### src/rtl/id_ex_skid.sv
// id_ex_skid: handshaked ID->EX pipeline register with a 2-entry skid buffer.
// The main entry drives the execute-side outputs. The skid entry catches a bundle
// that was accepted while main was stalled, so id_ready_o can come straight from a flop.
// Flush and reset both reload the entries with a NOP bundle.
// The stall counter saturates and is cleared only by reset.
module id_ex_skid #(
  parameter int PC_W     = 32,
  parameter int INST_W   = 32,
  parameter int ALUOP_W  = 8,
  parameter int ALUSEL_W = 3,
  parameter int REG_W    = 32,
  parameter int RADDR_W  = 5,
  parameter int CNT_W    = 16
) (
  input  logic                clk,
  input  logic                rst,
  input  logic                flush_i,
  input  logic                id_valid_i,
  output logic                id_ready_o,
  input  logic [PC_W-1:0]     id_pc_i,
  input  logic [INST_W-1:0]   id_inst_i,
  input  logic [ALUOP_W-1:0]  id_aluop_i,
  input  logic [ALUSEL_W-1:0] id_alusel_i,
  input  logic [REG_W-1:0]    id_reg1_i,
  input  logic [REG_W-1:0]    id_reg2_i,
  input  logic [RADDR_W-1:0]  id_wd_i,
  input  logic                id_wreg_i,
  output logic                ex_valid_o,
  input  logic                ex_ready_i,
  output logic [PC_W-1:0]     ex_pc_o,
  output logic [INST_W-1:0]   ex_inst_o,
  output logic [ALUOP_W-1:0]  ex_aluop_o,
  output logic [ALUSEL_W-1:0] ex_alusel_o,
  output logic [REG_W-1:0]    ex_reg1_o,
  output logic [REG_W-1:0]    ex_reg2_o,
  output logic [RADDR_W-1:0]  ex_wd_o,
  output logic                ex_wreg_o,
  output logic [1:0]          occupancy_o,
  output logic [CNT_W-1:0]    stall_cnt_o
);

  // The state encoding is the occupancy count, so occupancy_o is just the state register.
  typedef enum logic [1:0] {
    ST_EMPTY = 2'd0,
    ST_BUSY  = 2'd1,
    ST_FULL  = 2'd2
  } state_e;

  typedef struct packed {
    logic [PC_W-1:0]     pc;
    logic [INST_W-1:0]   inst;
    logic [ALUOP_W-1:0]  aluop;
    logic [ALUSEL_W-1:0] alusel;
    logic [REG_W-1:0]    reg1;
    logic [REG_W-1:0]    reg2;
    logic [RADDR_W-1:0]  wd;
    logic                wreg;
  } bundle_t;

  // The NOP bundle is all zeros: EXE_NONE, EXE_RES_NONE, and no register write.
  localparam bundle_t NOP_BUNDLE = '0;

  state_e           state_q, state_d;
  bundle_t          main_q, main_d;
  bundle_t          skid_q, skid_d;
  logic             ready_q, ready_d;
  logic [CNT_W-1:0] stall_cnt_q;
  bundle_t          id_bundle;
  logic             in_fire;
  logic             out_fire;

  assign id_bundle = '{pc: id_pc_i, inst: id_inst_i, aluop: id_aluop_i,
                       alusel: id_alusel_i, reg1: id_reg1_i, reg2: id_reg2_i,
                       wd: id_wd_i, wreg: id_wreg_i};

  assign ex_valid_o = (state_q != ST_EMPTY);
  assign id_ready_o = ready_q;
  assign in_fire    = id_valid_i & ready_q;
  assign out_fire   = ex_valid_o & ex_ready_i;

  // Next-state logic: advance the occupancy and route the incoming bundle to main or skid.
  always_comb begin
    // NOTE: every signal gets a hold default first, so no path through the case infers a latch.
    state_d = state_q;
    main_d  = main_q;
    skid_d  = skid_q;
    unique case (state_q)
      ST_EMPTY: begin
        if (in_fire) begin
          state_d = ST_BUSY;
          main_d  = id_bundle;
        end
      end
      ST_BUSY: begin
        if (in_fire && out_fire) begin
          main_d = id_bundle;
        end else if (in_fire) begin
          state_d = ST_FULL;
          skid_d  = id_bundle;
        end else if (out_fire) begin
          state_d = ST_EMPTY;
        end
      end
      ST_FULL: begin
        // ready_q is low in FULL, so in_fire cannot occur here.
        if (out_fire) begin
          state_d = ST_BUSY;
          main_d  = skid_q;
        end
      end
      default: state_d = ST_EMPTY;
    endcase
    // A flush overrides both handshakes: the incoming bundle is dropped and the held entries become bubbles.
    if (flush_i) begin
      state_d = ST_EMPTY;
      main_d  = NOP_BUNDLE;
      skid_d  = NOP_BUNDLE;
    end
    ready_d = (state_d != ST_FULL);
  end

  // State, storage and the registered ready flag. Reset behaves like a flush.
  always_ff @(posedge clk) begin
    // NOTE: the payload entries are reset as well, because the held values remain visible on ex_* while the stage is empty.
    if (!rst) begin
      state_q <= ST_EMPTY;
      ready_q <= 1'b1;
      main_q  <= NOP_BUNDLE;
      skid_q  <= NOP_BUNDLE;
    end else begin
      // NOTE: sequential state uses non-blocking assignments, so every flop samples pre-edge values.
      state_q <= state_d;
      ready_q <= ready_d;
      main_q  <= main_d;
      skid_q  <= skid_d;
    end
  end

  // Saturating count of the cycles in which execute back-pressures a valid bundle. Flush does not affect it.
  always_ff @(posedge clk) begin
    if (!rst) begin
      stall_cnt_q <= '0;
    end else if (ex_valid_o && !ex_ready_i && (stall_cnt_q != {CNT_W{1'b1}})) begin
      stall_cnt_q <= stall_cnt_q + CNT_W'(1);
    end
  end

  assign occupancy_o = state_q;
  assign stall_cnt_o = stall_cnt_q;
  assign ex_pc_o     = main_q.pc;
  assign ex_inst_o   = main_q.inst;
  assign ex_aluop_o  = main_q.aluop;
  assign ex_alusel_o = main_q.alusel;
  assign ex_reg1_o   = main_q.reg1;
  assign ex_reg2_o   = main_q.reg2;
  assign ex_wd_o     = main_q.wd;
  assign ex_wreg_o   = main_q.wreg & ex_valid_o;

endmodule
### config.mk
export PLATFORM = sky130hd
export DESIGN_NAME = id_ex_skid
export DESIGN_NICKNAME = d
export VERILOG_FILES = /design/src/rtl/id_ex_skid.sv
export SDC_FILE = /design/constraint.sdc
export NUM_CORES = 1
export LEC_CHECK = 0
export BUFFER_PORTS_ARGS = -buffer_cell sky130_fd_sc_hd__buf_2
export CAP_MARGIN = 10
export CORE_MARGIN = 3
export CORE_UTILIZATION = 60
export CTS_BUF_LIST = sky130_fd_sc_hd__clkbuf_8
export CTS_CLUSTER_DIAMETER = 30
export CTS_CLUSTER_SIZE = 10
export DETAILED_ROUTE_END_ITERATION = 6
export PLACE_DENSITY = 0.9
export SLEW_MARGIN = 30
export SYNTH_ARGS = -nofsm -noshare
export SYNTH_HDL_FRONTEND = slang
export SYNTH_SLANG_ARGS = --single-unit
### constraint.sdc
create_clock -name clk -period 3.1 [get_ports clk]
set_input_delay 0.62 -clock clk [delete_from_list [all_inputs] [get_ports clk]]
set_output_delay 0.62 -clock clk [all_outputs]
set_load 0.01 [all_outputs]
==> results of run 1 <==
## cells in the mapped netlist (all sizes together), types with 2 or more instances
| cell | n |
|---|---|
| dfxtp | 309 |
| nand2 | 301 |
| buf | 199 |
| nor2 | 154 |
| a21oi | 151 |
| mux2i | 151 |
| a211oi | 146 |
| clkbuf | 62 |
| nand2b | 8 |
| nor3 | 8 |
| nand4 | 7 |
| or3 | 5 |
| nand3 | 4 |
| o31ai | 4 |
| o21ai | 3 |
| or2 | 3 |
| or4 | 3 |
| a31oi | 2 |
| inv | 2 |
| nor4 | 2 |
| nor4b | 2 |
| o211ai | 2 |
| o41ai | 2 |
## layer usage
metal  global-route usage, %  up-vias  routed length, um
li1                        -     5402                  -
met4                   12.24        6               1443
met2                   42.91      457              15900
met5                       0        -                 36
met3                   6.453      121               2614
met1                   31.07     5167              12610
## registers in the layout, indices dropped and copies added (netlist names)
signal	count
ex_alusel_o	3
ex_wd_o	5
occupancy_o	2
id_ready_o	1
ex_reg2_o	32
ex_inst_o	32
ex_pc_o	32
stall_cnt_o	16
skid_q	145
main_q	1
ex_reg1_o	32
ex_aluop_o	8
## worst register-to-register path: cells and delay by family, from the launching register on
kind                   cells  cell delay [ns]
flip-flops                 1             0.66
AND/OR/NAND/NOR            2             0.34
buffers and inverters      2             0.61
AO/OA/AOI/OAI              2             0.47
## through the flow
step | cells | hold slack [ns] | area [um^2] | total power (W) | util [%]
finish | 1991 | 0.3047 | 15280 | 0.009064 | 71.32
global route | 1991 | 0.2869 | 15280 | 0.009389 | 71.32
CTS | 1989 | 0.2770 | 15270 | 0.009131 | 71.30
global placement | 1892 | 0.4403 | 14020 | 0.004926 | 65.47
floorplan | 1543 | 0.4357 | 13330 | 0.004737 | -
detailed placement | 1892 | 0.4456 | 14020 | 0.004952 | 65.47
## cell type report
type | instances | area (um^2) | share of cell area [%]
clock buffers | 63 | 867.1 | 5.676
clock inverters | 34 | 382.9 | 2.506
repair buffers | 335 | 1904 | 12.47
well taps | 275 | 344.1 | 2.252
inverters | 3 | 11.26 | 0.07371
diodes | 2 | 5.005 | 0.03276
flip-flops and latches | 309 | 6186 | 40.49
multi-input cells | 970 | 5577 | 36.50
## cells by family (layout without fill, tap and decap cells)
| group | Yosys count | in the layout | share of synthesized area, % |
|---|---|---|---|
| flip-flops | 309 | 309 | 46.41 |
| buffers and inverters | 264 | 435 | 12.04 |
| multiplexers | 151 | 151 | 11.34 |
| AO/OA/AOI/OAI | 317 | 317 | 15.03 |
| adder cells (fa/ha/maj) | 1 | 1 | 0.09386 |
| AND/OR/NAND/NOR | 501 | 501 | 15.09 |
| other | 0 | 2 | 0 |
## power breakdown
group          switching, W  internal (W)
clock network       0.00172       0.00247
logic              0.000450      0.000288
registers         0.0000601       0.00407
total               0.00223       0.00684
## worst min-delay path by stage
stage / startpoint / to / slack [ns] / cells after the start
detailed placement: skid_q[10] / skid_q[10] / 0.45 / 2
CTS: id_inst_i[27] / skid_q[108] / 0.28 / 3
global placement: skid_q[0] / skid_q[0] / 0.44 / 2
global route: id_inst_i[12] / skid_q[93] / 0.29 / 3
floorplan: skid_q[0] / skid_q[0] / 0.44 / 2
finish: id_inst_i[12] / skid_q[93] / 0.30 / 3
==> impl_metrics.tcl, run 1 <==
set metrics [dict create \
    crit_path_top_delay_cell "dfxtp_1" \
    drc_errors 0 \
    cp_max_fo 13 \
    final_common_cell "buf_2" \
    cts_buffers 53 \
    ys.flop_type "dfxtp_1" \
    die_y_um 155.0 \
    grt_max_degree 146 \
    fin_ws_ns 0.7571 \
    finalSetupViolCount 0 \
    cp.arrival_ns 1.72 \
    worstSetupStartpointType "flip-flop" \
    core_um2 21420 \
    place.gp.congestion 0.8233 \
    viasPerCell 5.602 \
    crit_type "reg -> out" \
    ctsResizeCount 0 \
    drive_gt1_share_pct 25.61 \
    avgSynthCellArea_um2 8.638 \
    clock_path_buffers 3 \
    maxCapViolCount 0 \
    crit_end "ex_wreg_o" \
    ioPinCount 315 \
    syn_to_final_growth_pct 14.62 \
    crit_path_start "occupancy_o[1]" \
    hold_viol 0 \
    report.final.slew_viol_count 0 \
    crit_family "simple AND/OR/NAND/NOR gates" \
    r2r-start "occupancy_o[1]" \
    chipWidth_um 155.0 \
    synthArstFlopShare_pct 0 \
    synth_top_area_share_pct 46.41 \
    cts_tree "yes" \
    layout_common_cells "buf_2 (314), dfxtp_1 (309), nand2_1 (301), nor2_1 (154)" \
    timing.fmax_mhz 426.8 \
    fillCellCount 1492 \
    r2r_setup_slack_ns 0.90 \
    ys_top_cells_by_area "dfxtp_1 (46%), mux2i_1 (11%), nand2_1 (8.5%)" \
    slew_headroom_pct 49.65 \
    synthCells 1543 \
    synth_area_leader_cell "dfxtp_1" \
    p_leak_nw 7.130 \
    clk_latency_ns 0.56 \
    cts-root-buf "clkbuf_8" \
    max-vdd-ir-drop_mv 0.5862 \
    portBuffers 314 \
    yosysSeqAreaShare_pct 46.41 \
    powerDensity_nw_per_um2 593.3 \
    overflow 0 \
    cp-end-kind "primary output" \
    yosys_register_bits 309 \
    status "complete, no violations" \
    netlist_area_um2 13330 \
    wl_per_cell_um 16.38 \
    cp.depth 3 \
    clkSinkCount 309 \
    path_buf_inv 1 \
    min_path_type "in -> reg" \
    critPathMaxStageDelay_ns 0.47 \
    ant_nets 0 \
    r2r_cells 6 \
    clkSlewWorstSetupHoldPaths_ns 0.07 \
    synth_edf_count 0 \
    yosysUniqueCellTypes 43 \
    start_util_pct 62.23 \
    regToRegEndpoint "ex_reg2_o[6]" \
    die_area_um2 24040 \
    synth.yosys.warnings 0 \
    fin_nets 1823 \
    grt_pass1_vias 10758 \
    required_ns 2.48 \
    postCtsSetupBuffers 0 \
    place_ws_ns 0.7225 \
    drtIter0Drc 673 \
    cts_hold_buf 0 \
    finClkSkew_ns 0.01936 \
    worst_slew_pin_slew_ns 0.7491 \
    setup_tns_ns 0 \
    rsz0062_at_grt "false" \
    grt_antenna_before_repair 5 \
    htree_levels 2 \
    syn-num-nets 1694 \
    dp_hpwl_um 21200 \
    path_cells "or2_2, and2_1, buf_2" \
    period_share_pct 75.58 \
    placement_rows 53 \
    grtUsageTotal_pct 25.69 \
    wl_um 32610 \
    grt_pass1_wl_um 52120 \
    fin_crit_ns 2.343 \
    num_vias 11153 \
    drt_pass1_iterations 6 \
]
(Power assumes the default switching activity.)
==> inputs of run 2 (changes only) <==
- CORE_UTILIZATION: 60 -> 50
- PLACE_DENSITY: 0.9 -> 0.8
- clock period: 3.1 -> 2.15 ns (I/O delays scaled with it)
==> run 2 against run 1 <==
Compared with the run above: sequential share of layout area shrank 0.77 points; sequential power grew 44%; count of clock-buffer cells in the layout grew 5; cell area grew 2.0%; clock skew grew 0.015 ns; die area grew 19%; largest cell class unchanged; highest routed layer unchanged.
==> impl_metrics.tcl, run 2 (synthesized netlist as in run 1, its figures left out) <==
set metrics [dict create \
    fillCellCount 2278 \
    overflow 0 \
    layout_common_cells "buf_2 (314), dfxtp_1 (308), nand2_1 (301), nor2_1 (154)" \
    largest_reg_flops 145 \
    clk_latency_ns 0.59 \
    fin_ws_ns 0.06246 \
    drive_gt1_share_pct 26.66 \
    worstSetupStartpointType "flip-flop" \
    max-vdd-ir-drop_mv 0.5851 \
    cp_max_fo 12 \
    status "complete, no violations" \
    grt_max_degree 87 \
    cp-end-kind "primary output" \
    num_vias 11060 \
    min_path_type "in -> reg" \
    drt_pass1_iterations 5 \
    clkSlewWorstSetupHoldPaths_ns 0.06 \
    hold_start "id_pc_i[14]" \
    die_y_um 169.3 \
    cts_tree "yes" \
    ctsResizeCount 0 \
    chipWidth_um 169.3 \
    place.gp.congestion 0.8540 \
    dp_hpwl_um 21220 \
    grt_antenna_before_repair 5 \
    min_delay_path_depth 3 \
    multi_input_area_um2 5577 \
    cts-root-buf "clkbuf_8" \
    grtUsageTotal_pct 21.35 \
    report.final.slew_viol_count 0 \
    maxCapViolCount 0 \
    p_leak_nw 7.281 \
    place_ws_ns 0.1744 \
    finalSetupViolCount 0 \
    drtIter0Drc 717 \
    crit_type "reg -> out" \
    placement_rows 59 \
    slew_headroom_pct 72.91 \
    final_common_cell "buf_2" \
    r2r_setup_slack_ns 0.10 \
    wl_um 32330 \
    die_area_um2 28650 \
    cts_buffers 59 \
    portBuffers 314 \
    htree_levels 2 \
    wl_per_cell_um 15.59 \
    required_ns 1.72 \
    timing.fmax_mhz 479.0 \
    fin_util_pct 59.60 \
    grt_pass1_vias 10483 \
    cp.arrival_ns 1.66 \
    regMostFlops "skid_q" \
    min_to "skid_q[127]" \
    viasPerCell 5.333 \
    r2r-start "stall_cnt_o[1]" \
    fin_nets 1841 \
    start_util_pct 51.01 \
    ioPinCount 315 \
    regToRegEndpoint "stall_cnt_o[12]" \
    ant_nets 0 \
    period_share_pct 97.09 \
    hold_viol 0 \
    finClkSkew_ns 0.03422 \
    clock_path_buffers 3 \
    fin_crit_ns 2.088 \
    cts_hold_buf 0 \
    powerDensity_nw_per_um2 855.0 \
    clkSinkCount 309 \
    core_um2 26130 \
    grt_pass1_wl_um 51380 \
    drc_errors 0 \
    worst_slew_pin_slew_ns 0.4008 \
    r2r_cells 5 \
    crit_path_start "occupancy_o[1]" \
    syn_to_final_growth_pct 16.86 \
    seqCellArea_um2 6187 \
    postCtsSetupBuffers 0 \
]
-- run 2: final cells by class --
class	instances	share of cell area [%]
multi-input combinational	970	35.80
inverter	3	0.07229
clock inverter	40	2.522
timing repair buffer	347	13.15
antenna	2	0.03213
sequential	309	39.72
clock buffer	68	6.009
tap	335	2.691
-- run 2: worst max-delay path, stage by stage, from the launching register on --
cell and delay (ns):
dfxtp_1 0.34, buf_6 0.16, or2_2 0.31, and2_1 0.15, buf_2 0.13
-- run 2: how the worst max path moves through the flow --
stage,to,cells past startpoint
2_1_floorplan,stall_cnt_o[14],6
3_3_place_gp,stall_cnt_o[11],5
3_5_place_dp,ex_inst_o[3],6
4_1_cts,ex_wreg_o,4
5_1_grt,ex_wreg_o,4
6_report,ex_wreg_o,4
-- run 2: routing by layer --
layer  vias to the layer above  track usage [%]  share of wire, %
met1                      5147            25.85                42
met3                        77            6.103               7.3
met4                         6            8.606               3.2
met2                       388            35.93                48
li1                       5442                -                 -
met5                         -                0              0.11
-- run 2: through the flow --
| step | setup TNS [ns] | total power (W) | hold slack, ns | cells | instance area (um^2) |
|---|---|---|---|---|---|
| after floorplan | 0 | 0.006831 | 0.4357 | 1543 | 13330 |
| after global placement | 0 | 0.007121 | 0.4404 | 1964 | 14240 |
| after detailed placement | 0 | 0.007160 | 0.4456 | 1964 | 14240 |
| after CTS | 0 | 0.01345 | 0.04414 | 2072 | 15570 |
| after global routing | -0.004456 | 0.01386 | 0.05825 | 2074 | 15580 |
| final | 0 | 0.01332 | 0.08735 | 2074 | 15580 |
-- run 2: where the power goes --
part | switching [W] | internal (W) | total (W)
logic | 0.000646 | 0.000439 | 0.00108
registers | 0.0000772 | 0.00588 | 0.00595
clock network | 0.00260 | 0.00368 | 0.00628
